$ cat config.mk
export PLATFORM = sky130hd
export DESIGN_NAME = eth_rx_frame_parser_flat
export DESIGN_NICKNAME = d
export VERILOG_FILES = /design/src/rtl/eth_rx_frame_parser_if.sv /design/src/rtl/eth_rx_frame_parser.sv /design/src/flat_wrapper.sv
export SDC_FILE = /design/constraint.sdc
export NUM_CORES = 1
export LEC_CHECK = 0
export BUFFER_PORTS_ARGS = -buffer_cell sky130_fd_sc_hd__buf_2
export CORE_MARGIN = 5
export CORE_UTILIZATION = 35
export DETAILED_ROUTE_END_ITERATION = 6
export REMOVE_ABC_BUFFERS = 1
export SLEW_MARGIN = 25
export SYNTH_ARGS = -nofsm -noshare
export SYNTH_HDL_FRONTEND = slang
export SYNTH_SLANG_ARGS = --single-unit
$ cat constraint.sdc
create_clock -name iclk -period 4.25 [get_ports iclk]
set_input_delay 0.425 -clock iclk [delete_from_list [all_inputs] [get_ports iclk]]
set_output_delay 0.425 -clock iclk [all_outputs]
set_load 0.03 [all_outputs]
$ cat src/rtl/eth_rx_frame_parser_if.sv
// GMII receive input bundle plus the parsed byte stream and frame status
// presented to the packet buffer.
interface eth_rx_frame_parser_if #(
    parameter int pDATA_WIDTH = 8,
    parameter int pLEN_WIDTH  = 12
);
    logic                   i_rxdv;
    logic [pDATA_WIDTH-1:0] i_rxd;
    logic                   i_rxer;
    logic                   odv;
    logic [pDATA_WIDTH-1:0] orx_d;
    logic                   orx_er;
    logic [2:0]             oframe_state;
    logic                   ostat_valid;
    logic                   ostat_good;
    logic [pLEN_WIDTH-1:0]  ostat_len;

    modport master (
        output i_rxdv, i_rxd, i_rxer,
        input  odv, orx_d, orx_er, oframe_state, ostat_valid, ostat_good, ostat_len
    );

    modport slave (
        input  i_rxdv, i_rxd, i_rxer,
        output odv, orx_d, orx_er, oframe_state, ostat_valid, ostat_good, ostat_len
    );
endinterface

$ cat src/rtl/eth_rx_frame_parser.sv
// GMII receive parser: strips preamble/SFD, forwards frame bytes one cycle later,
// checks CRC-32 and length, and flags bad frames on orx_er for the packet buffer.
module eth_rx_frame_parser #(
    parameter int pDATA_WIDTH        = 8,
    parameter int pMIN_PACKET_LENGHT = 64,
    parameter int pMAX_PACKET_LENGHT = 1536,
    parameter int pLEN_WIDTH         = $clog2(pMAX_PACKET_LENGHT) + 1
) (
    input logic                   iclk,
    input logic                   i_rst_n,
    eth_rx_frame_parser_if.slave  bus
);
    typedef enum logic [2:0] {
        S_IDLE     = 3'b000,
        S_PREAMBLE = 3'b001,
        S_DATA     = 3'b010,
        S_STATUS   = 3'b011,
        S_DROP     = 3'b100
    } state_t;

    localparam logic [31:0]           CRC_INIT    = 32'hFFFF_FFFF;
    localparam logic [31:0]           CRC_RESIDUE = 32'hDEBB_20E3;
    localparam logic [pLEN_WIDTH-1:0] MIN_LEN     = pLEN_WIDTH'(pMIN_PACKET_LENGHT);
    localparam logic [pLEN_WIDTH-1:0] MAX_LEN     = pLEN_WIDTH'(pMAX_PACKET_LENGHT);
    localparam logic [pLEN_WIDTH-1:0] LEN_ZERO    = {pLEN_WIDTH{1'b0}};
    localparam logic [pLEN_WIDTH-1:0] LEN_SAT     = {pLEN_WIDTH{1'b1}};
    localparam logic [pLEN_WIDTH-1:0] LEN_ONE     = {{(pLEN_WIDTH-1){1'b0}}, 1'b1};

    // Reflected CRC-32 (0xEDB88320), one byte per call, LSB first.
    function automatic logic [31:0] crc32_byte(input logic [31:0] crc, input logic [7:0] d);
        logic [31:0] c;
        c = crc;
        for (int i = 0; i < 8; i++) begin
            if (c[0] ^ d[i]) begin
                c = {1'b0, c[31:1]} ^ 32'hEDB8_8320;
            end else begin
                c = {1'b0, c[31:1]};
            end
        end
        return c;
    endfunction

    state_t                  state_r, state_s;
    logic                    stat_cnt_r, stat_cnt_s;
    logic                    bad_r, bad_s, bad_now_s;
    logic                    armed_r;
    logic [31:0]             crc_r, crc_s;
    logic [pLEN_WIDTH-1:0]   len_r, len_s, len_inc_s;
    logic                    odv_r, odv_s;
    logic [pDATA_WIDTH-1:0]  rx_d_r, rx_d_s;
    logic                    rx_er_r, rx_er_s;
    logic                    stat_valid_r, stat_valid_s;
    logic                    stat_good_r, stat_good_s;
    logic [pLEN_WIDTH-1:0]   stat_len_r, stat_len_s;

    // Next-state and next-output decode; outputs follow the state they will be registered with.
    always_comb begin
        state_s      = state_r;
        stat_cnt_s   = 1'b0;
        bad_s        = bad_r;
        crc_s        = crc_r;
        len_s        = len_r;
        odv_s        = 1'b0;
        rx_d_s       = rx_d_r;
        rx_er_s      = 1'b0;
        stat_valid_s = 1'b0;
        stat_good_s  = stat_good_r;
        stat_len_s   = stat_len_r;
        len_inc_s    = (len_r == LEN_SAT) ? len_r : (len_r + LEN_ONE);
        bad_now_s    = (crc_r != CRC_RESIDUE) || (len_r < MIN_LEN);

        case (state_r)
            S_IDLE: begin
                // After reset nothing starts until the line has been seen idle.
                if (bus.i_rxdv && armed_r) begin
                    if (bus.i_rxd == 8'h55) begin
                        state_s = S_PREAMBLE;
                    end else if (bus.i_rxd == 8'hD5) begin
                        state_s = S_DATA;
                        crc_s   = CRC_INIT;
                        len_s   = LEN_ZERO;
                    end else begin
                        state_s = S_DROP;
                    end
                end else begin
                    state_s = S_IDLE;
                end
            end
            S_PREAMBLE: begin
                if (!bus.i_rxdv || bus.i_rxer) begin
                    state_s = S_DROP;
                end else if (bus.i_rxd == 8'h55) begin
                    state_s = S_PREAMBLE;
                end else if (bus.i_rxd == 8'hD5) begin
                    state_s = S_DATA;
                    crc_s   = CRC_INIT;
                    len_s   = LEN_ZERO;
                end else begin
                    state_s = S_DROP;
                end
            end
            S_DATA: begin
                if (!bus.i_rxdv) begin
                    state_s      = S_STATUS;
                    bad_s        = bad_now_s;
                    stat_valid_s = 1'b1;
                    stat_good_s  = !bad_now_s;
                    stat_len_s   = len_r;
                end else if (bus.i_rxer) begin
                    state_s      = S_DROP;
                    stat_valid_s = 1'b1;
                    stat_good_s  = 1'b0;
                    stat_len_s   = len_r;
                end else if (len_r >= MAX_LEN) begin
                    state_s      = S_DROP;
                    len_s        = len_inc_s;
                    stat_valid_s = 1'b1;
                    stat_good_s  = 1'b0;
                    stat_len_s   = len_inc_s;
                end else begin
                    odv_s  = 1'b1;
                    rx_d_s = bus.i_rxd;
                    crc_s  = crc32_byte(crc_r, bus.i_rxd);
                    len_s  = len_inc_s;
                end
            end
            S_STATUS: begin
                if (!stat_cnt_r) begin
                    state_s    = S_STATUS;
                    stat_cnt_s = 1'b1;
                end else if (bus.i_rxdv) begin
                    state_s = S_DROP;
                end else begin
                    state_s = S_IDLE;
                end
            end
            S_DROP: begin
                if (!bus.i_rxdv) begin
                    state_s = S_IDLE;
                end else begin
                    state_s = S_DROP;
                end
            end
            default: begin
                state_s = S_IDLE;
            end
        endcase

        case (state_s)
            S_DROP:   rx_er_s = 1'b1;
            S_STATUS: rx_er_s = bad_s;
            default:  rx_er_s = 1'b0;
        endcase
    end

    // State, checker accumulators and registered outputs.
    always_ff @(posedge iclk or negedge i_rst_n) begin
        if (!i_rst_n) begin
            state_r      <= S_IDLE;
            stat_cnt_r   <= 1'b0;
            bad_r        <= 1'b0;
            armed_r      <= 1'b0;
            crc_r        <= CRC_INIT;
            len_r        <= LEN_ZERO;
            odv_r        <= 1'b0;
            rx_d_r       <= {pDATA_WIDTH{1'b0}};
            rx_er_r      <= 1'b0;
            stat_valid_r <= 1'b0;
            stat_good_r  <= 1'b0;
            stat_len_r   <= LEN_ZERO;
        end else begin
            state_r      <= state_s;
            stat_cnt_r   <= stat_cnt_s;
            bad_r        <= bad_s;
            armed_r      <= armed_r | ~bus.i_rxdv;
            crc_r        <= crc_s;
            len_r        <= len_s;
            odv_r        <= odv_s;
            rx_d_r       <= rx_d_s;
            rx_er_r      <= rx_er_s;
            stat_valid_r <= stat_valid_s;
            stat_good_r  <= stat_good_s;
            stat_len_r   <= stat_len_s;
        end
    end

    assign bus.odv          = odv_r;
    assign bus.orx_d        = rx_d_r;
    assign bus.orx_er       = rx_er_r;
    assign bus.oframe_state = state_r;
    assign bus.ostat_valid  = stat_valid_r;
    assign bus.ostat_good   = stat_good_r;
    assign bus.ostat_len    = stat_len_r;
endmodule

$ cat src/flat_wrapper.sv
// flat-port wrapper written by rule: the top's interface ports become plain ports
module eth_rx_frame_parser_flat 
#(
    parameter int pDATA_WIDTH        = 8,
    parameter int pMIN_PACKET_LENGHT = 64,
    parameter int pMAX_PACKET_LENGHT = 1536,
    parameter int pLEN_WIDTH         = $clog2(pMAX_PACKET_LENGHT) + 1
)
  (iclk, i_rst_n, bus_i_rxdv, bus_i_rxd, bus_i_rxer, bus_odv, bus_orx_d, bus_orx_er, bus_oframe_state, bus_ostat_valid, bus_ostat_good, bus_ostat_len);
  eth_rx_frame_parser_if #(.pDATA_WIDTH(pDATA_WIDTH), .pLEN_WIDTH(pLEN_WIDTH)) bus_i ();
  input logic iclk;
  input logic i_rst_n;
  input wire logic [$bits(bus_i.i_rxdv)-1:0] bus_i_rxdv;
  input wire logic [$bits(bus_i.i_rxd)-1:0] bus_i_rxd;
  input wire logic [$bits(bus_i.i_rxer)-1:0] bus_i_rxer;
  output wire logic [$bits(bus_i.odv)-1:0] bus_odv;
  output wire logic [$bits(bus_i.orx_d)-1:0] bus_orx_d;
  output wire logic [$bits(bus_i.orx_er)-1:0] bus_orx_er;
  output wire logic [$bits(bus_i.oframe_state)-1:0] bus_oframe_state;
  output wire logic [$bits(bus_i.ostat_valid)-1:0] bus_ostat_valid;
  output wire logic [$bits(bus_i.ostat_good)-1:0] bus_ostat_good;
  output wire logic [$bits(bus_i.ostat_len)-1:0] bus_ostat_len;
  assign bus_i.i_rxdv = bus_i_rxdv;
  assign bus_i.i_rxd = bus_i_rxd;
  assign bus_i.i_rxer = bus_i_rxer;
  assign bus_odv = bus_i.odv;
  assign bus_orx_d = bus_i.orx_d;
  assign bus_orx_er = bus_i.orx_er;
  assign bus_oframe_state = bus_i.oframe_state;
  assign bus_ostat_valid = bus_i.ostat_valid;
  assign bus_ostat_good = bus_i.ostat_good;
  assign bus_ostat_len = bus_i.ostat_len;
  eth_rx_frame_parser #(.pDATA_WIDTH(pDATA_WIDTH), .pMIN_PACKET_LENGHT(pMIN_PACKET_LENGHT), .pMAX_PACKET_LENGHT(pMAX_PACKET_LENGHT), .pLEN_WIDTH(pLEN_WIDTH)) u_core (.iclk(iclk), .i_rst_n(i_rst_n), .bus(bus_i));
endmodule
Word level (Yosys, flattened, before mapping)
Cells that the tools add are included.
Word-level totals
  output and inout port bits: 27
  flip-flop bits (word level): 74
  word-level logic and storage cells: 143
  input bits: 12
Operators by class
  $lt $le $gt $ge: 2
  bitwise logic cells: 20
  $add $sub $neg: 1
  eq/ne operators: 16
  reductions and logical operators: 11
  mux-type cells: 81
Operators with widths (count)
  2-to-1 mux 32 bit: 43
  2-to-1 mux 12 bit: 10
  inverter 13 -> 14 bit: 8
  case mux 32 bit (3 select lines): 1
  case mux 12 bit (3 select lines): 1
  != test 32 bit (second input constant): 1
  2-to-1 mux 3 bit: 9
  2-to-1 mux 1 bit: 15
  case mux 3 bit (5 select lines): 1
  adder 12 x 1 -> 12 bit (second input constant): 1
  equality test 12 bit (second input constant): 1
  >= comparator 12 x 11 -> 1 bit (second input constant): 1
  < comparator 12 x 7 -> 1 bit (second input constant): 1
  equality test 3 x 2 -> 1 bit (second input constant): 3
  equality test 8 x 7 -> 1 bit (second input constant): 1
  equality test 8 bit (second input constant): 1
  != test 2 bit (second input constant): 4
  XOR 1 bit: 8
  equality test 3 bit (second input constant): 2
  AND reduction 6 bit: 1
  AND reduction 5 bit: 1
  AND reduction 4 bit: 1
  equality test 3 x 1 -> 1 bit (second input constant): 1
  zero test 3 bit: 1
  other kinds (10): 14

Longest topological paths before layout
  word-level depth: 48
  gate-level depth with buffers: 9
  depth with buffers taken out: 6

Worst setup path before layout
No wires, ideal clock.
  kind: flip-flop to flip-flop
  from: register u_core.state_r[0], in the netlist u_core.bus.oframe_state[0]
  to: register u_core.rx_d_r[0], in the netlist u_core.bus.orx_d[0]
  required time: 4.123 ns
  buffers on the path: 2
  library setup time: 0.127 ns
  cell stages (with the launch flop): 9
  slack: 1.837 ns
  arrival time: 2.285 ns
  clock period less this slack: 2.413 ns
  cell sequence: dfrtp_1 clkbuf_1 nor3b_2 or4_4 a22oi_4 nand2_4 clkinv_2 buf_6 mux2_1
Between the ends
  longest elaborated chain between the ends: 2
RTL lines
  start, declared: line eth_rx_frame_parser.sv:43  | state_t state_r, state_s;
  start signal, assigned: line eth_rx_frame_parser.sv:172  | state_r <= state_s;
  equality test 3 x 2 -> 1 bit: line eth_rx_frame_parser.sv:72  | case (state_r)
  AND reduction 4 bit (no line)
  end signal, assigned: line eth_rx_frame_parser.sv:166  | rx_d_r <= {pDATA_WIDTH{1'b0}};
  end signal, assigned: line eth_rx_frame_parser.sv:179  | rx_d_r <= rx_d_s;
  end, declared: line eth_rx_frame_parser.sv:50  | logic [pDATA_WIDTH-1:0] rx_d_r, rx_d_s;
Every way passes these cells.
A chain may end at the register's enable or synchronous reset.

Worst setup path after layout
  from: register u_core.len_r[0]
  to: register u_core.stat_len_r[2], in the netlist u_core.bus.ostat_len[2]
Between the ends
  longest elaborated chain between the ends: 5
  elaborated cells between the ends (all ways): 9
  classes of those cells: add/sub (1); order compare (1); eq/ne (2); mux (4); reduce/logical (1)
RTL lines
  start, declared: line eth_rx_frame_parser.sv:48  | logic [pLEN_WIDTH-1:0] len_r, len_s, len_inc_s;
  start signal, assigned: line eth_rx_frame_parser.sv:177  | len_r <= len_s;
  adder 12 x 1 -> 12 bit / equality test 12 bit (equally long branches): line eth_rx_frame_parser.sv:69  | len_inc_s = (len_r == LEN_SAT) ? len_r : (len_r + LEN_ONE);
  2-to-1 mux 12 bit: line eth_rx_frame_parser.sv:69
  2-to-1 mux 12 bit: line eth_rx_frame_parser.sv:114  | end else if (len_r >= MAX_LEN) begin
  2-to-1 mux 12 bit: line eth_rx_frame_parser.sv:109  | end else if (bus.i_rxer) begin
  2-to-1 mux 12 bit: line eth_rx_frame_parser.sv:103  | if (!bus.i_rxdv) begin
  end signal, assigned: line eth_rx_frame_parser.sv:183  | stat_len_r <= stat_len_s;
  end, declared: line eth_rx_frame_parser.sv:54  | logic [pLEN_WIDTH-1:0] stat_len_r, stat_len_s;
Parallel ways exist; a longest one is shown, timed or not. The select of a mux whose other input is x is not followed.

==> results by group <==
Outcome
  – Run status: finished, final reports clean

Cells and area
  – Diodes inserted: 0
  – Final layout net count: 448
  – Fraction of the core area covered by cells at the end of the flow: 0.414
  – Layout cell share with drive strength beyond 1: 0.241
  – Relative area change from synthesis to final layout: 15.4%
  – Final instance area: 4720 um^2

Placement
  – Placed inst area: 4400 um^2
  – Port buffer count: 38
  – Routability Congestion: 0.843
  – Post-detailed-placement half-perimeter wirelength: 6940 um
  – Setup slack at placement: 1.43 ns

Clock network
  – Clock tree from TritonCTS: done
  – Hold-fix buffers, CTS: 0
  – Clock-pin slew of the registers on the worst-case setup and hold paths: 0.06 ns
  – Post-CTS setup buffer count: 0
  – Latest clock arrival within the worst-skew pair: 0.33 ns
  – CTS HTree Levels: 3
  – Root Driver: sky130_fd_sc_hd__clkbuf_16
  – Count of cells resized by post-cts repair: 0
  – Number of clock sinks seen by CTS: 74
  – Number of CTS-inserted buffers: 9
  – Maximum root-to-sink buffer count: 2

Synth
  – Synthesized area: 4090 um^2
  – Yosys warns: 0
  – Mean Syn Cell Area: 10.3 um^2
  – Post-synth top flop: sky130_fd_sc_hd__dfrtp_1
  – Synth Instances: 398
  – Number of distinct library cells after synthesis: 61
  – Synthesized flop and latch total: 74
  – Share of synthesized flip-flops with an asynchronous set or reset: 1.00
  – Post-synth EDFFs: 0
  – Share of synthesized area occupied by flip-flops and latches: 0.462

Setup path
  – Path type of the worst setup path: flip-flop to flip-flop
  – Required @ worst endpoint: 4.53 ns
  – Critical Path Sink Type: flip-flop
  – Longest individual stage delay on the worst path: 0.85 ns
  – Worst endpoint data arrival time: 2.82 ns
  – Element type at the critical path start: flip-flop
  – Critical path, cell by cell: ha_1 -> nand2_1 -> nor4_2 -> nor2_1 -> a311oi_1 -> a21o_1
  – Cell at the slowest stage of the critical path: sky130_fd_sc_hd__nor4_2
  – Largest fanout on the critical path: 10

Timing
  – TNS Setup: 0 ns
  – Final Setup Violations: 0
  – Setup repair after global routing missed its margin: false
  – Post-route worst setup slack: 1.70 ns
  – Period Utilization, post-route: 0.599
  – Min Clock Period, post-route: 2.55 ns
  – Transition time of the tightest slew-check pin: 0.928 ns
  – Headroom to the max-slew limit: 0.376
  – Maximum frequency from static timing analysis: 0.393 GHz
  – Max Slew Vio Count: 0
  – Total count of hold-check failures in the final report: 0
  – Final setup skew: 0.00548 ns

Floorplan
  – Die area: 14,000 um^2
  – Effective utilization at floorplan: 0.358
  – Placeable core region: 11,400 um^2
  – Site row count: 39
  – Vert. Die Dim: 118 um
  – Count of pins on the block boundary: 39
  – Die Wd: 118 um

Drt
  – DR top layer: met4
  – 1st-pass router iterations: 6
  – Routed vias: 3,075
  – Detail-routed net length per standard cell: 16.9 um
  – Routed via count divided by cell count: 5.28
  – Post-Route M1 WL: 4960 um
  – Number of nets still failing antenna checks after routing: 0
  – DRT iter0 DRCs: 213
  – Remaining routing DRC violations: 0
  – Total detailed-routing wirelength: 9820 um
  – Met2 layer wire length in the routed design: 4250 um
  – Detailed-routed wire length on met3: 410 um

Pwr
  – Leakage power: 2.02 nW
  – Total power divided by cell area: 800 nW/um^2
  – Worst ir drop on vdd: 346 uV

GRT
  – Remaining global-route overflow: 0
  – Pin count of the biggest net entering global routing: 75
  – Via count of the first global-routing pass: 3,066
  – Global-route wire length before repair: 16,400 um
  – Total routing resource utilization after global routing: 0.144
  – Initial antenna violation count: 0

Run
  – MaxCap Viol Count: 0

Min path
  – Worst min-delay path category: primary input to asynchronous set/reset pin
## state kept, by name, summed over array words and instances (netlist names)
signal	cells
u_core.bus.oframe_state	3
u_core.bad_r	1
u_core.bus.ostat_len	12
u_core.bus.orx_er	1
u_core.armed_r	1
u_core.len_r	12
u_core.bus.ostat_good	1
u_core.stat_cnt_r	1
u_core.bus.odv	1
u_core.crc_r	32
u_core.bus.orx_d	8
u_core.bus.ostat_valid	1
## layout by cell type, fill, tap and decap left out, drive strengths merged, types with 8 or more instances in the layout
cell,Yosys,routed
xnor2,52,52
inv,8,8
o21ai,23,23
o22a,8,8
a21oi,39,39
dfstp,32,32
dfrtp,42,42
xor2,22,22
buf,7,40
mux2,9,9
clkbuf,8,11
nor2,42,42
nand2,23,23
## synthesized netlist by cell type (all sizes together) (2+ instances only)
cell | n | area (um^2)
nand2 | 23 | 93.8
or3b | 2 | 17.5
mux2i | 4 | 40.0
o31ai | 3 | 22.5
ha | 2 | 25.0
a311oi | 2 | 17.5
xor2 | 22 | 200
nand2b | 4 | 25.0
o211ai | 2 | 15.0
a21o | 5 | 37.5
o311a | 2 | 20.0
or2 | 3 | 18.8
buf | 7 | 48.8
nand4 | 6 | 37.5
nor2 | 42 | 158
a22o | 2 | 17.5
o21a | 4 | 30.0
nand3 | 5 | 25.0
dfstp | 32 | 841
o21ai | 23 | 115
nor2b | 2 | 12.5
mux2 | 9 | 101
clkbuf | 8 | 30.0
nand4b | 2 | 17.5
nor4 | 4 | 31.3
o22a | 8 | 70.1
or4 | 3 | 26.3
dfrtp | 42 | 1050
inv | 8 | 30.0
a21oi | 39 | 195
nor3 | 5 | 25.0
nor4b | 3 | 26.3
o2bb2ai | 2 | 17.5
nor3b | 2 | 20.0
xnor2 | 52 | 497
## critical path, delay by kind of cell (launching register included)
kind / cells / cell delay [ns]
flops: 1 / 0.44
fa+ha+maj: 1 / 0.29
simple gates: 3 / 1.28
compound gates: 2 / 0.47
## cell families after synthesis
kind of cell             synth area share
multiplexers                       0.0345
adder cells (fa/ha/maj)           0.00611
flip-flops                          0.462
XOR/XNOR                            0.176
AO/OA/AOI/OAI                       0.155
AND/OR/NAND/NOR                     0.138
buffers and inverters              0.0278
## routing by layer
layer | up-vias | track usage
met4 | 0 | 0.0688
li1 | 1466 | -
met1 | 1518 | 0.216
met5 | - | 0
met3 | 12 | 0.0162
met2 | 79 | 0.206
## report_power, final
part	switching [mW]	total [mW]	internal [mW]	leakage [nW]
clock	0.288	0.801	0.513	0.153
combinational	0.952	1.79	0.839	0.965
sequential	0.195	1.19	0.993	0.898
## layout make-up
cell class / count / area (um^2)
Clock inverter: 5 / 78.8
Sequential cell: 74 / 1890
Inverter: 9 / 35.0
Tap cell: 143 / 179
Multi-Input combinational cell: 300 / 2090
Fill cell: 1138 / 6700
Timing Repair Buffer: 40 / 211
Clock buffer: 11 / 233
## stage by stage
stage / hold WS (ns) / total power [mW] / std cells
after global routing: 0.179 / 4.01 / 582
after detailed placement: 0.467 / 2.97 / 566
after floorplan: 0.129 / 2.58 / 383
after CTS: 0.269 / 3.79 / 582
final: 0.120 / 3.78 / 582
after global placement: 0.461 / 2.95 / 566
## worst paths after layout
check                      cells past startpoint                                  end  slack [ns]                           startpoint
min reg2reg                                    2  u_core.bus.ostat_len[4]$_DFFE_PN0P_        0.47  u_core.bus.ostat_len[4]$_DFFE_PN0P_
min in group iclk                              2             u_core.armed_r$_DFF_PN0_        0.33                           bus_i_rxdv
min                                            1      u_core.bus.orx_d[3]$_DFFE_PN0P_        0.12                              i_rst_n
max in group asynchronous                      1  u_core.bus.ostat_len[3]$_DFFE_PN0P_        3.67                              i_rst_n
max reg2reg                                    6  u_core.bus.ostat_len[2]$_DFFE_PN0P_        1.70          u_core.len_r[0]$_DFFE_PN0P_
max                                            6  u_core.bus.ostat_len[2]$_DFFE_PN0P_        1.70          u_core.len_r[0]$_DFFE_PN0P_
No activity file was read; power rests on OpenSTA's default activity.
